==> src/rtl/mmio_chan_map_pkg.sv <==
// Shared register map, status bit layout and widths for the MMIO channel map.
// Latency: n/a (package only).
// Backpressure: n/a (package only).
package mmio_chan_map_pkg;

  localparam int MMIO_AW      = 16;
  localparam int MMIO_DW      = 64;
  localparam int REJECT_CNT_W = 16;
  localparam int CYCLE_CNT_W  = 32;

  // Per-channel word offsets from the channel base address.
  localparam logic [MMIO_AW-1:0] OFF_CTRL           = 16'h0;
  localparam logic [MMIO_AW-1:0] OFF_RD_ADDR        = 16'h2;
  localparam logic [MMIO_AW-1:0] OFF_WR_ADDR        = 16'h4;
  localparam logic [MMIO_AW-1:0] OFF_NUM_SAMPLES    = 16'h6;
  localparam logic [MMIO_AW-1:0] OFF_COLLECT_CYCLES = 16'h8;
  localparam logic [MMIO_AW-1:0] OFF_STATUS         = 16'hA;
  localparam logic [MMIO_AW-1:0] OFF_CYCLE_CNT      = 16'hC;

  // Global word offsets from the end of the channel block.
  localparam logic [MMIO_AW-1:0] OFF_DONE_MASK      = 16'h0;
  localparam logic [MMIO_AW-1:0] OFF_REJECT_CNT     = 16'h2;

  // STATUS register bit positions.
  localparam int ST_BUSY = 0;
  localparam int ST_DONE = 1;
  localparam int ST_ERR  = 2;

  // Config register select driven from the top-level decode.
  typedef enum logic [1:0] {
    CFG_RD_ADDR        = 2'd0,
    CFG_WR_ADDR        = 2'd1,
    CFG_NUM_SAMPLES    = 2'd2,
    CFG_COLLECT_CYCLES = 2'd3
  } cfg_sel_t;

  typedef enum logic {
    CH_IDLE = 1'b0,
    CH_BUSY = 1'b1
  } ch_state_t;

  // Word address of channel c's register block.
  function automatic logic [MMIO_AW-1:0] ch_base(input logic [MMIO_AW-1:0] base,
                                                  input logic [MMIO_AW-1:0] stride,
                                                  input int c);
    return MMIO_AW'(base + c * stride);
  endfunction

endpackage

==> src/rtl/mmio_if.sv <==
// Host MMIO bundle: single-cycle write strobe, read request with registered data.
// Latency: rd_data one cycle after rd_en.
// Backpressure: none; every request is accepted.
interface mmio_if;
  logic                                   wr_en;
  logic [mmio_chan_map_pkg::MMIO_AW-1:0]  wr_addr;
  logic [mmio_chan_map_pkg::MMIO_DW-1:0]  wr_data;
  logic                                   rd_en;
  logic [mmio_chan_map_pkg::MMIO_AW-1:0]  rd_addr;
  logic [mmio_chan_map_pkg::MMIO_DW-1:0]  rd_data;

  modport user (input wr_en, wr_addr, wr_data, rd_en, rd_addr, output rd_data);
  modport host (output wr_en, wr_addr, wr_data, rd_en, rd_addr, input rd_data);
endinterface

==> src/rtl/mmio_chan_ctrl.sv <==
// One DMA channel: IDLE/BUSY FSM, config registers, sticky status, optional busy-cycle counter.
// Latency: go/abort pulse the cycle after the accepted CTRL write; state updates in one cycle.
// Backpressure: none; writes while BUSY are dropped and flagged via reject. Counter: MMIO_CHAN_MAP_CYCLE_CNT_EN.
module mmio_chan_ctrl
  import mmio_chan_map_pkg::*;
#(
  parameter int ADDR_WIDTH = 64,
  parameter int SIZE_WIDTH = 32
) (
  input  logic                   clk,
  input  logic                   rst,
  input  logic                   ctrl_wr,
  input  logic                   cfg_wr,
  input  cfg_sel_t               cfg_sel,
  input  logic [MMIO_DW-1:0]     wr_data,
  input  logic                   status_rd,
  input  logic                   done,
  output logic [ADDR_WIDTH-1:0]  cfg_rd_addr,
  output logic [ADDR_WIDTH-1:0]  cfg_wr_addr,
  output logic [SIZE_WIDTH-1:0]  cfg_num_samples,
  output logic [SIZE_WIDTH-1:0]  cfg_collect_cycles,
  output logic                   go,
  output logic                   abort,
  output logic [2:0]             status,
  output logic [CYCLE_CNT_W-1:0] cycle_cnt,
  output logic                   reject
);

  ch_state_t state, state_nxt;
  logic      accept_go, accept_abort, done_set;
  logic      done_sticky, err;

  // State register; reset drops BUSY silently, no abort pulse.
  always_ff @(posedge clk) begin
    if (rst) state <= CH_IDLE;
    else     state <= state_nxt;
  end

  // Next state and accept/reject decisions, all based on the registered state.
  always_comb begin
    state_nxt    = state;
    accept_go    = 1'b0;
    accept_abort = 1'b0;
    reject       = 1'b0;
    done_set     = 1'b0;
    case (state)
      CH_IDLE: begin
        if (ctrl_wr && wr_data[0]) begin
          accept_go = 1'b1;
          state_nxt = CH_BUSY;
        end
      end
      CH_BUSY: begin
        reject = (ctrl_wr && wr_data[0]) || cfg_wr;
        // An abort in the same cycle as done wins: the job is reported as aborted.
        if (ctrl_wr && wr_data[1]) begin
          accept_abort = 1'b1;
          state_nxt    = CH_IDLE;
        end else if (done) begin
          done_set  = 1'b1;
          state_nxt = CH_IDLE;
        end
      end
      default: state_nxt = CH_IDLE;
    endcase
  end

  // Config registers only take writes while IDLE.
  always_ff @(posedge clk) begin
    if (rst) begin
      cfg_rd_addr        <= '0;
      cfg_wr_addr        <= '0;
      cfg_num_samples    <= '0;
      cfg_collect_cycles <= '0;
    end else if (cfg_wr && state == CH_IDLE) begin
      case (cfg_sel)
        CFG_RD_ADDR:        cfg_rd_addr        <= wr_data[ADDR_WIDTH-1:0];
        CFG_WR_ADDR:        cfg_wr_addr        <= wr_data[ADDR_WIDTH-1:0];
        CFG_NUM_SAMPLES:    cfg_num_samples    <= wr_data[SIZE_WIDTH-1:0];
        CFG_COLLECT_CYCLES: cfg_collect_cycles <= wr_data[SIZE_WIDTH-1:0];
      endcase
    end
  end

  // Sticky bits and one-cycle pulses; a set in the same cycle beats the read-clear.
  always_ff @(posedge clk) begin
    if (rst) begin
      done_sticky <= 1'b0;
      err         <= 1'b0;
      go          <= 1'b0;
      abort       <= 1'b0;
    end else begin
      go    <= accept_go;
      abort <= accept_abort;
      if (done_set)                    done_sticky <= 1'b1;
      else if (accept_go || status_rd) done_sticky <= 1'b0;
      if (reject)                      err <= 1'b1;
      else if (accept_go || status_rd) err <= 1'b0;
    end
  end

  // Assemble STATUS from the registered state and sticky bits.
  always_comb begin
    status          = '0;
    status[ST_BUSY] = (state == CH_BUSY);
    status[ST_DONE] = done_sticky;
    status[ST_ERR]  = err;
  end

`ifdef MMIO_CHAN_MAP_CYCLE_CNT_EN
  // Busy-cycle counter: cleared by an accepted go, saturates, holds once idle.
  always_ff @(posedge clk) begin
    if (rst)                                      cycle_cnt <= '0;
    else if (accept_go)                           cycle_cnt <= '0;
    else if (state == CH_BUSY && cycle_cnt != '1) cycle_cnt <= cycle_cnt + 1'b1;
  end
`else
  assign cycle_cnt = '0;
`endif

endmodule

==> src/rtl/mmio_chan_map.sv <==
// MMIO register map for NUM_CH DMA channels: address decode, read mux, global REJECT_CNT.
// Latency: rd_data registered one cycle after rd_en; writes take effect on the next edge.
// Backpressure: none; writes to busy channels are dropped and counted. Option: MMIO_CHAN_MAP_CYCLE_CNT_EN.
module mmio_chan_map
  import mmio_chan_map_pkg::*;
#(
  parameter int                 ADDR_WIDTH = 64,
  parameter int                 SIZE_WIDTH = 32,
  parameter int                 NUM_CH     = 4,
  parameter logic [MMIO_AW-1:0] BASE_ADDR  = 16'h0050,
  parameter logic [MMIO_AW-1:0] CH_STRIDE  = 16'h0010
) (
  input  logic                                 clk,
  input  logic                                 rst,
  mmio_if.user                                 mmio,
  output logic [NUM_CH-1:0][ADDR_WIDTH-1:0]    rd_addr,
  output logic [NUM_CH-1:0][ADDR_WIDTH-1:0]    wr_addr,
  output logic [NUM_CH-1:0][SIZE_WIDTH-1:0]    num_samples,
  output logic [NUM_CH-1:0][SIZE_WIDTH-1:0]    collect_cycles,
  output logic [NUM_CH-1:0]                    go,
  output logic [NUM_CH-1:0]                    abort,
  input  logic [NUM_CH-1:0]                    done
);

  localparam logic [MMIO_AW-1:0] G_ADDR = ch_base(BASE_ADDR, CH_STRIDE, NUM_CH);

  logic [NUM_CH-1:0][2:0]             status;
  logic [NUM_CH-1:0][CYCLE_CNT_W-1:0] cycle_cnt;
  logic [NUM_CH-1:0]                  reject;
  logic [REJECT_CNT_W-1:0]            reject_cnt;
  logic [MMIO_DW-1:0]                 rd_mux;
  logic [NUM_CH-1:0]                  done_mask;
  logic [MMIO_AW-1:0]                 rd_base;

  for (genvar c = 0; c < NUM_CH; c++) begin : g_ch
    localparam logic [MMIO_AW-1:0] A = ch_base(BASE_ADDR, CH_STRIDE, c);

    logic     ctrl_wr, cfg_wr, status_rd;
    cfg_sel_t cfg_sel;

    // Write/read strobe decode for this channel's register block.
    always_comb begin
      ctrl_wr   = mmio.wr_en && (mmio.wr_addr == A + OFF_CTRL);
      status_rd = mmio.rd_en && (mmio.rd_addr == A + OFF_STATUS);
      cfg_wr    = 1'b0;
      cfg_sel   = CFG_RD_ADDR;
      if (mmio.wr_en) begin
        if (mmio.wr_addr == A + OFF_RD_ADDR) begin
          cfg_wr = 1'b1; cfg_sel = CFG_RD_ADDR;
        end else if (mmio.wr_addr == A + OFF_WR_ADDR) begin
          cfg_wr = 1'b1; cfg_sel = CFG_WR_ADDR;
        end else if (mmio.wr_addr == A + OFF_NUM_SAMPLES) begin
          cfg_wr = 1'b1; cfg_sel = CFG_NUM_SAMPLES;
        end else if (mmio.wr_addr == A + OFF_COLLECT_CYCLES) begin
          cfg_wr = 1'b1; cfg_sel = CFG_COLLECT_CYCLES;
        end
      end
    end

    mmio_chan_ctrl #(
      .ADDR_WIDTH (ADDR_WIDTH),
      .SIZE_WIDTH (SIZE_WIDTH)
    ) u_ctrl (
      .clk                (clk),
      .rst                (rst),
      .ctrl_wr            (ctrl_wr),
      .cfg_wr             (cfg_wr),
      .cfg_sel            (cfg_sel),
      .wr_data            (mmio.wr_data),
      .status_rd          (status_rd),
      .done               (done[c]),
      .cfg_rd_addr        (rd_addr[c]),
      .cfg_wr_addr        (wr_addr[c]),
      .cfg_num_samples    (num_samples[c]),
      .cfg_collect_cycles (collect_cycles[c]),
      .go                 (go[c]),
      .abort              (abort[c]),
      .status             (status[c]),
      .cycle_cnt          (cycle_cnt[c]),
      .reject             (reject[c])
    );
  end

  // Read mux; anything not matched (including CTRL) reads zero.
  always_comb begin
    rd_mux    = '0;
    rd_base   = '0;
    done_mask = '0;
    for (int c = 0; c < NUM_CH; c++) begin
      done_mask[c] = status[c][ST_DONE];
      rd_base      = ch_base(BASE_ADDR, CH_STRIDE, c);
      if (mmio.rd_addr == rd_base + OFF_RD_ADDR)        rd_mux = 64'(rd_addr[c]);
      if (mmio.rd_addr == rd_base + OFF_WR_ADDR)        rd_mux = 64'(wr_addr[c]);
      if (mmio.rd_addr == rd_base + OFF_NUM_SAMPLES)    rd_mux = 64'(num_samples[c]);
      if (mmio.rd_addr == rd_base + OFF_COLLECT_CYCLES) rd_mux = 64'(collect_cycles[c]);
      if (mmio.rd_addr == rd_base + OFF_STATUS)         rd_mux = 64'(status[c]);
      if (mmio.rd_addr == rd_base + OFF_CYCLE_CNT)      rd_mux = 64'(cycle_cnt[c]);
    end
    if (mmio.rd_addr == G_ADDR + OFF_DONE_MASK)  rd_mux = 64'(done_mask);
    if (mmio.rd_addr == G_ADDR + OFF_REJECT_CNT) rd_mux = 64'(reject_cnt);
  end

  // Registered read data; samples pre-write register values on a same-cycle write.
  always_ff @(posedge clk) begin
    if (rst)             mmio.rd_data <= '0;
    else if (mmio.rd_en) mmio.rd_data <= rd_mux;
  end

  // Saturating reject counter; any host write to it clears it.
  always_ff @(posedge clk) begin
    if (rst)
      reject_cnt <= '0;
    else if (mmio.wr_en && mmio.wr_addr == G_ADDR + OFF_REJECT_CNT)
      reject_cnt <= '0;
    else if (|reject && reject_cnt != '1)
      reject_cnt <= reject_cnt + 1'b1;
  end

endmodule
==> src/flat_wrapper.sv <==
// flat-port wrapper written by rule: the top's interface ports become plain ports
module mmio_chan_map_flat import mmio_chan_map_pkg::*;
#(
  parameter int                 ADDR_WIDTH = 64,
  parameter int                 SIZE_WIDTH = 32,
  parameter int                 NUM_CH     = 4,
  parameter logic [MMIO_AW-1:0] BASE_ADDR  = 16'h0050,
  parameter logic [MMIO_AW-1:0] CH_STRIDE  = 16'h0010
)
  (clk, rst, rd_addr, wr_addr, num_samples, collect_cycles, go, abort, done, mmio_wr_en, mmio_wr_addr, mmio_wr_data, mmio_rd_en, mmio_rd_addr, mmio_rd_data);
  mmio_if mmio_i ();
  input  logic clk;
  input  logic rst;
  output logic [NUM_CH-1:0][ADDR_WIDTH-1:0] rd_addr;
  output logic [NUM_CH-1:0][ADDR_WIDTH-1:0] wr_addr;
  output logic [NUM_CH-1:0][SIZE_WIDTH-1:0] num_samples;
  output logic [NUM_CH-1:0][SIZE_WIDTH-1:0] collect_cycles;
  output logic [NUM_CH-1:0] go;
  output logic [NUM_CH-1:0] abort;
  input  logic [NUM_CH-1:0] done;
  input wire logic [$bits(mmio_i.wr_en)-1:0] mmio_wr_en;
  input wire logic [$bits(mmio_i.wr_addr)-1:0] mmio_wr_addr;
  input wire logic [$bits(mmio_i.wr_data)-1:0] mmio_wr_data;
  input wire logic [$bits(mmio_i.rd_en)-1:0] mmio_rd_en;
  input wire logic [$bits(mmio_i.rd_addr)-1:0] mmio_rd_addr;
  output wire logic [$bits(mmio_i.rd_data)-1:0] mmio_rd_data;
  assign mmio_i.wr_en = mmio_wr_en;
  assign mmio_i.wr_addr = mmio_wr_addr;
  assign mmio_i.wr_data = mmio_wr_data;
  assign mmio_i.rd_en = mmio_rd_en;
  assign mmio_i.rd_addr = mmio_rd_addr;
  assign mmio_rd_data = mmio_i.rd_data;
  mmio_chan_map #(.ADDR_WIDTH(ADDR_WIDTH), .SIZE_WIDTH(SIZE_WIDTH), .NUM_CH(NUM_CH), .BASE_ADDR(BASE_ADDR), .CH_STRIDE(CH_STRIDE)) u_core (.clk(clk), .rst(rst), .mmio(mmio_i), .rd_addr(rd_addr), .wr_addr(wr_addr), .num_samples(num_samples), .collect_cycles(collect_cycles), .go(go), .abort(abort), .done(done));
endmodule
==> config.mk <==
export PLATFORM = sky130hd
export DESIGN_NAME = mmio_chan_map_flat
export DESIGN_NICKNAME = d
export VERILOG_FILES = /design/src/rtl/mmio_chan_map_pkg.sv /design/src/rtl/mmio_if.sv /design/src/rtl/mmio_chan_ctrl.sv /design/src/rtl/mmio_chan_map.sv /design/src/flat_wrapper.sv
export SDC_FILE = /design/constraint.sdc
export NUM_CORES = 2
export LEC_CHECK = 0
export ABC_AREA = 1
export CORE_AREA = 5 5 360 362
export CTS_CLUSTER_DIAMETER = 30
export DETAILED_ROUTE_END_ITERATION = 6
export DIE_AREA = 0 0 365 367
export PLACE_DENSITY_LB_ADDON = 0.1
export SYNTH_ARGS = -nofsm -noshare
export SYNTH_HDL_FRONTEND = slang
export SYNTH_SLANG_ARGS = --single-unit
export TNS_END_PERCENT = 10
==> constraint.sdc <==
create_clock -name clk -period 8.2 [get_ports clk]
set_clock_uncertainty 0.15 [all_clocks]
set_input_delay 2.46 -clock clk [delete_from_list [all_inputs] [get_ports clk]]
set_output_delay 2.46 -clock clk [all_outputs]
set_load 0.02 [all_outputs]
---- After elaboration in Yosys (flattened, before gate mapping) ----
Index checks and enable logic that the tools add are counted.
Widths: inputs -> output; s select.
cells by class
  $add $sub $neg .......................... 1
  equal/unequal tests ..................... 60
  mux-type cells .......................... 118
  bitwise gates (word level) .............. 4
  reductions and logical operators ........ 64
operators by type and width
  kind                   number
  $mux 64                26
  $eq 16x7->1 const B    33
  $eq 16x8->1 const B    14
  $mux 1                 68
  $mux 2                 20
  $reduce_and 2->1       16
  $logic_and 1x1->1      22
  $add 16x1->16 const B  1
  $eq 2x2->1 const B     8
  $ne 16x16->1 const B   1
  $reduce_bool 2->1      8
  $reduce_or 2->1        5
  $eq 2x1->1 const B     4
  $logic_not 2->1        4
  $logic_or 1x1->1       8
  $pmux 1 s2             4
  $not 1->1              4
  $reduce_or 4->1        1
storage, ports and cells
  bits in registers ....................... 868
  bits of input ports ..................... 104

---- Depth between registers and ports, before layout ----
  depth in word-level cells ............... 27
  depth in mapped cells ................... 27
  mapped depth without buffers ............ 27

---- Modules after synthesis ----
A second synthesis with hierarchy kept.
second synthesis, totals
  cells, all modules ...................... 7004
  area, all modules ....................... 44081.0 µm²
by module, submodules not included
  module          instances  cells an instance  area an instance (µm²)
  mmio_chan_ctrl  4          1172               8097.8
  mmio_chan_map   1          2316               11690.0

---- Least setup slack after synthesis ----
Ideal clock, no wire load.
  kind .................................... input port to flip-flop
  from .................................... input port mmio_wr_addr[8]
  to ...................................... register u_core.reject_cnt[9]
  setup time .............................. 0.131 ns
  data arrival time ....................... 4.354 ns
  data required time ...................... 7.919 ns
  slack ................................... 3.566 ns
  cell stages on the path ................. 16
  path buffers ............................ 0
  path through ............................ nor2_1 > nand2_1 > nor2_4 > inv_2 > nor2_2 > nand2_1 > a311oi_2 > o21ai_1 > nand2_1 > o22ai_2 > nor2_2 > nand2_1 > nor2_4 > nand2_1 > nor3_1 > nor3b_2
on the way
  word-level cells in the longest chain between the ends .. 10
ends and longest elaborated chain
  element                                            RTL line              text
  start, declared                                    flat_wrapper.sv:22    input wire logic [$bits(mmio_i.wr_addr)-1:0] mmio_wr_addr;
  $eq 16x8->1 / $eq 16x7->1 (equally long branches)  mmio_chan_map.sv:54   end else if (mmio.wr_addr == A + OFF_COLLECT_CYCLES) begin
  $mux 1                                             mmio_chan_map.sv:54
  $mux 1                                             mmio_chan_map.sv:52   end else if (mmio.wr_addr == A + OFF_NUM_SAMPLES) begin
  $mux 1                                             mmio_chan_map.sv:50   end else if (mmio.wr_addr == A + OFF_WR_ADDR) begin
  $mux 1                                             mmio_chan_map.sv:48   if (mmio.wr_addr == A + OFF_RD_ADDR) begin
  $mux 1                                             mmio_chan_map.sv:47   if (mmio.wr_en) begin
  $logic_or 1x1->1                                   mmio_chan_ctrl.sv:54  reject = (ctrl_wr && wr_data[0]) || cfg_wr;
  $mux 1                                             mmio_chan_ctrl.sv:46  case (state)
  $reduce_or 4->1                                    mmio_chan_map.sv:115  else if (|reject && reject_cnt != '1)
  $logic_and 1x1->1                                  mmio_chan_map.sv:115
  end signal, assigned                               mmio_chan_map.sv:116  reject_cnt <= reject_cnt + 1'b1;
  end, declared                                      mmio_chan_map.sv:30   logic [REJECT_CNT_W-1:0] reject_cnt;
Parallel ways exist; a longest one is shown, timed or not.
A chain may end at the register's enable or synchronous reset.

---- Worst setup path after layout ----
  from .................................... input port mmio_rd_addr[1]
  to ...................................... register u_core.mmio.rd_data[12]
on the way
  word-level cells in the longest chain between the ends .. 27
ends and longest elaborated chain
  element               RTL line              text
  start, declared       flat_wrapper.sv:25    input wire logic [$bits(mmio_i.rd_addr)-1:0] mmio_rd_addr;
  $eq 16x7->1           mmio_chan_map.sv:92   if (mmio.rd_addr == rd_base + OFF_RD_ADDR) rd_mux = 64'(rd_addr[c]);
  $mux 64               mmio_chan_map.sv:92
  $mux 64               mmio_chan_map.sv:93   if (mmio.rd_addr == rd_base + OFF_WR_ADDR) rd_mux = 64'(wr_addr[c]);
  $mux 64               mmio_chan_map.sv:94   if (mmio.rd_addr == rd_base + OFF_NUM_SAMPLES) rd_mux = 64'(num_samples[c]);
  $mux 64               mmio_chan_map.sv:95   if (mmio.rd_addr == rd_base + OFF_COLLECT_CYCLES) rd_mux = 64'(collect_cycles[c]);
  $mux 64               mmio_chan_map.sv:96   if (mmio.rd_addr == rd_base + OFF_STATUS) rd_mux = 64'(status[c]);
  $mux 64               mmio_chan_map.sv:97   if (mmio.rd_addr == rd_base + OFF_CYCLE_CNT) rd_mux = 64'(cycle_cnt[c]);
  $mux 64               mmio_chan_map.sv:92
  [11 not listed]       --
  $mux 64               mmio_chan_map.sv:92
  $mux 64               mmio_chan_map.sv:93
  $mux 64               mmio_chan_map.sv:94
  $mux 64               mmio_chan_map.sv:95
  $mux 64               mmio_chan_map.sv:96
  $mux 64               mmio_chan_map.sv:97
  $mux 64               mmio_chan_map.sv:99   if (mmio.rd_addr == G_ADDR + OFF_DONE_MASK) rd_mux = 64'(done_mask);
  $mux 64 (*)           mmio_chan_map.sv:100  if (mmio.rd_addr == G_ADDR + OFF_REJECT_CNT) rd_mux = 64'(reject_cnt);
  end signal, assigned  mmio_chan_map.sv:106  else if (mmio.rd_en) mmio.rd_data <= rd_mux;
  end, declared         mmio_if.sv:12         modport user (input wr_en, wr_addr, wr_data, rd_en, rd_addr, output rd_data);
Every way passes the cells marked *; elsewhere a longest branch is shown, timed or not.

==> flow_results.xml <==
<?xml version="1.0" encoding="UTF-8"?>
<metrics>
  <group name="run_status">
    <metric name="run_status" unit="">finished clean</metric>
  </group>
  <group name="logic_synthesis">
    <metric name="ys.warnings.count" unit="">0</metric>
    <metric name="syn_area_cell" unit="um2">7.58</metric>
    <metric name="synth.largest_area_cell" unit="">dfxtp_1</metric>
    <metric name="synthesized_instance_count" unit="">4898</metric>
    <metric name="synth_area_leaders" unit="">dfxtp_1 47%, a21oi_1 9.0%, o21ai_0 7.6%, a211oi_1 6.9%, nand2_1 6.6%</metric>
    <metric name="synth_seq_area_share" unit="%">46.8</metric>
    <metric name="number_of_distinct_library_cells_after_synthesis" unit="">50</metric>
    <metric name="syn_area" unit="um2">37100</metric>
    <metric name="synth_top_area_share" unit="%">46.8</metric>
    <metric name="synth_nets" unit="">5003</metric>
    <metric name="postSynthRegisterBits" unit="">868</metric>
  </group>
  <group name="die">
    <metric name="die_area" unit="um2">134000</metric>
    <metric name="die_height" unit="um">367</metric>
    <metric name="start_util" unit="%">29.4</metric>
    <metric name="coreArea" unit="um2">126000</metric>
    <metric name="floorplan.die.width" unit="um">365</metric>
    <metric name="num_rows" unit="">131</metric>
    <metric name="io_pins" unit="">944</metric>
  </group>
  <group name="cts">
    <metric name="clock_net_sink_count" unit="">868</metric>
    <metric name="clockRootBuffer" unit="">clkbuf_16</metric>
    <metric name="post_cts_hold_buffer_count" unit="">0</metric>
    <metric name="cts_post_setup_buffers_inserted" unit="">0</metric>
    <metric name="clock_tree.buffer_depth" unit="">3</metric>
    <metric name="clkTransAtPathRegs" unit="ns">0.05</metric>
    <metric name="post_cts_resized" unit="">0</metric>
    <metric name="cts_tree" unit="">done</metric>
    <metric name="worstSkewPairLatency" unit="ns">0.83</metric>
    <metric name="h-tree-depth" unit="">4</metric>
    <metric name="numCtsBuffers" unit="">222</metric>
  </group>
  <group name="critical_path">
    <metric name="worst_reg2reg_path_length_in_cells" unit="">6</metric>
    <metric name="crit_path_start" unit="">mmio_rd_addr[1]</metric>
    <metric name="crit_path_max_incr_delay" unit="ns">0.71</metric>
    <metric name="rr_startpoint" unit="">u_core.g_ch[0].u_ctrl.state</metric>
    <metric name="worst_r2r_endpoint" unit="">u_core.g_ch[0].u_ctrl.cfg_rd_addr[15]</metric>
    <metric name="timing.critical_path.to_type" unit="">flip-flop</metric>
    <metric name="maximum_fanout_encountered_on_the_critical_timing_path" unit="">32</metric>
    <metric name="path_common_cell" unit="">nor2_1</metric>
    <metric name="timing.setup.critical_path_class" unit="">in -&gt; reg</metric>
    <metric name="startpoint_type" unit="">input pin</metric>
    <metric name="cp.required" unit="ns">8.81</metric>
    <metric name="r2r_setup_slack" unit="ns">5.30</metric>
    <metric name="path_buf_inv" unit="">5</metric>
    <metric name="critPathTopFamily" unit="">simple AND/OR/NAND/NOR gates</metric>
    <metric name="cp.depth" unit="">17</metric>
    <metric name="cp_cell_sequence" unit="">clkdlybuf4s50_1 -&gt; inv_1 -&gt; nor2_1 -&gt; inv_1 -&gt; nor2_1 -&gt; nand3_1 -&gt; buf_4 -&gt; nand2_1 -&gt; nor2_1 -&gt; inv_1 -&gt; o22ai_1 -&gt; o211a_1 -&gt; o311ai_0 -&gt; nand2_1 -&gt; nand3_1 -&gt; a21oi_1 -&gt; nor2_1</metric>
    <metric name="crit_path_top_delay_cell" unit="">o311ai_0</metric>
    <metric name="worstPathArrival" unit="ns">7.15</metric>
    <metric name="crit_end" unit="">u_core.mmio.rd_data[12]</metric>
  </group>
  <group name="placed_design">
    <metric name="finalWeightedCongestion" unit="">0.926</metric>
    <metric name="dpl_cell_area" unit="um2">47700</metric>
    <metric name="post-dp-hpwl" unit="um">154000</metric>
    <metric name="preCtsSetupSlack" unit="ns">0.894</metric>
    <metric name="place.detailed.instances" unit="">7155</metric>
    <metric name="buffer_ports.inserted" unit="">943</metric>
  </group>
  <group name="finish">
    <metric name="finalInstanceArea" unit="um2">55700</metric>
    <metric name="mostFrequentLayoutCell" unit="">clkdlybuf4s50_1</metric>
    <metric name="fill_cells" unit="">12600</metric>
    <metric name="final_cell_mix" unit="">941 x clkdlybuf4s50_1, 868 x dfxtp_1, 661 x a21oi_1</metric>
    <metric name="nNetsFinal" unit="">5822</metric>
    <metric name="syn2layout_area_growth" unit="%">50.1</metric>
    <metric name="post_route_cells_drive_above_1_share" unit="%">9.51</metric>
    <metric name="post_layout_nonfiller_instances" unit="">7575</metric>
  </group>
  <group name="timing">
    <metric name="final-max-slew-violation-count" unit="">0</metric>
    <metric name="final_period_minus_worst_setup_slack" unit="ns">6.54</metric>
    <metric name="slew_headroom" unit="%">16.7</metric>
    <metric name="layout_setup_ws" unit="ns">1.66</metric>
    <metric name="timing.final.setup_violations" unit="">0</metric>
    <metric name="final.setup.tns" unit="ns">0</metric>
    <metric name="tightest_slew" unit="ns">1.25</metric>
    <metric name="final_hold_viol_count" unit="">0</metric>
    <metric name="final_min_period_over_clock_period" unit="%">79.8</metric>
    <metric name="rsz_0062_raised_after_global_routing" unit="">false</metric>
    <metric name="upper_clock_frequency_limit" unit="MHz">153</metric>
  </group>
  <group name="global_route">
    <metric name="grt_max_degree" unit="">213</metric>
    <metric name="number_of_antenna_violations_at_the_first_check_in_global_routing" unit="">11</metric>
    <metric name="grt_first_pass_wirelength" unit="um">298000</metric>
    <metric name="grt_usage" unit="%">30.6</metric>
    <metric name="gr-total-overflow" unit="">0</metric>
    <metric name="grt_pass1_vias" unit="">38000</metric>
  </group>
  <group name="detailed_routing">
    <metric name="vias" unit="">40600</metric>
    <metric name="detailedRoute.firstPassIterationCount" unit="">6</metric>
    <metric name="drc" unit="">0</metric>
    <metric name="drt-total-wl" unit="um">214000</metric>
    <metric name="drt_iter0_drc" unit="">4098</metric>
    <metric name="post_drt_wl_per_cell" unit="um">28.3</metric>
    <metric name="antenna_violating_nets_post_route" unit="">0</metric>
    <metric name="route.detailed.vias_per_inst" unit="">5.36</metric>
  </group>
  <group name="hold_path">
    <metric name="timing.hold.worst.class" unit="">reg -&gt; reg</metric>
  </group>
  <group name="power_and_ir_drop">
    <metric name="vdd_ir_drop_max" unit="V">0.000196</metric>
    <metric name="cellLeakagePower" unit="nW">20.3</metric>
    <metric name="power_density" unit="nW/um2">247</metric>
  </group>
  <group name="job">
    <metric name="max_cap_violations" unit="">0</metric>
  </group>
</metrics>
-- power by group --
part	internal [mW]	switching (mW)
combinational	0.0715	0.255
sequential	4.24	0.00462
clock	6.38	2.81
total	10.7	3.07
-- through the flow --
| stage | hold slack, ns | total power, mW | util [%] |
|---|---|---|---|
| 3_5_place_dp | 0.305 | 4.64 | 37.8 |
| 5_1_grt | 0.330 | 14.1 | 44.1 |
| 4_1_cts | 0.312 | 13.8 | 44.1 |
| 6_report | 0.313 | 13.8 | 44.1 |
| 3_3_place_gp | 0.302 | 4.64 | 37.8 |
| 2_1_floorplan | 0.291 | 4.46 | - |
-- flip-flops by register name, summed over array words and instances (netlist names), 16 cells and up --
register,flops
u_core.g_ch.u_ctrl.cfg_rd_addr,256
u_core.g_ch.u_ctrl.cfg_wr_addr,256
u_core.g_ch.u_ctrl.cfg_collect_cycles,128
u_core.g_ch.u_ctrl.cfg_num_samples,128
u_core.mmio.rd_data,64
u_core.reject_cnt,16
-- routing by layer --
| layer | part of all wire, % | vias up | wire length (um) | track usage (%) |
|---|---|---|---|---|
| li1 | - | 18800 | - | - |
| met1 | 43 | 19500 | 92700 | 40.7 |
| met2 | 43 | 1932 | 91900 | 45.9 |
| met3 | 9.1 | 385 | 19400 | 9.10 |
| met4 | 4.7 | 4 | 10200 | 13.7 |
| met5 | 0.016 | - | 34 | 0 |
-- layout make-up --
type                       count  area [um2]  area share (%)
antenna                        4        10.0          0.0180
clock inverter               120        1660            2.98
sequential                   868       17400            31.2
clock buffer                 296        6310            11.3
timing repair buffer        1024       10200            18.2
inverter                     376        1420            2.55
multi-input combinational   3225       16700            30.0
tap                         1662        2080            3.73
-- logic make-up after synthesis --
family | count (synthesis) | share of synthesized area, %
compound gates | 1745 | 27.3
fa+ha+maj | 1 | 0.0337
buf+inv | 805 | 8.62
flops | 868 | 46.8
simple gates | 1479 | 17.3
-- worst min path at each step --
stage,startpoint,to,cells after the start
2_1_floorplan,u_core.g_ch[3].u_ctrl.done_sticky,u_core.g_ch[3].u_ctrl.done_sticky,2
3_3_place_gp,u_core.mmio.rd_data[35],u_core.mmio.rd_data[35],2
3_5_place_dp,u_core.mmio.rd_data[59],u_core.mmio.rd_data[59],2
4_1_cts,u_core.mmio.rd_data[36],u_core.mmio.rd_data[36],2
5_1_grt,u_core.g_ch[1].u_ctrl.err,u_core.g_ch[1].u_ctrl.err,2
6_report,u_core.mmio.rd_data[36],u_core.mmio.rd_data[36],2
-- Yosys cell counts, drive strengths merged --
cell type / number
o211ai: 21
o22ai: 21
nand3: 73
nor4: 21
o221ai: 7
dfxtp: 868
o2111a: 1
o211a: 6
a21boi: 2
nor2: 495
a221oi: 3
nand3b: 14
nor3: 52
buf: 132
clkbuf: 297
a21oi: 664
nand4: 130
o311ai: 13
o31ai: 1
o21a: 3
a31oi: 6
a22oi: 2
o2111ai: 72
o21ai: 575
a211oi: 339
nor3b: 6
or3: 1
ha: 1
nand2: 654
o21bai: 5
inv: 370
or2: 33
a311oi: 4
clkinv: 6
-- worst reg2reg max path: stages, from the launching register on --
cell and delay [ns]:
dfxtp_1 0.36, inv_1 0.49, nand3_1 0.34, nor2_4 0.80, buf_12 0.39, nor2_1 0.11, a211oi_1 0.16
Note: power is estimated with default switching activity, not from simulation.
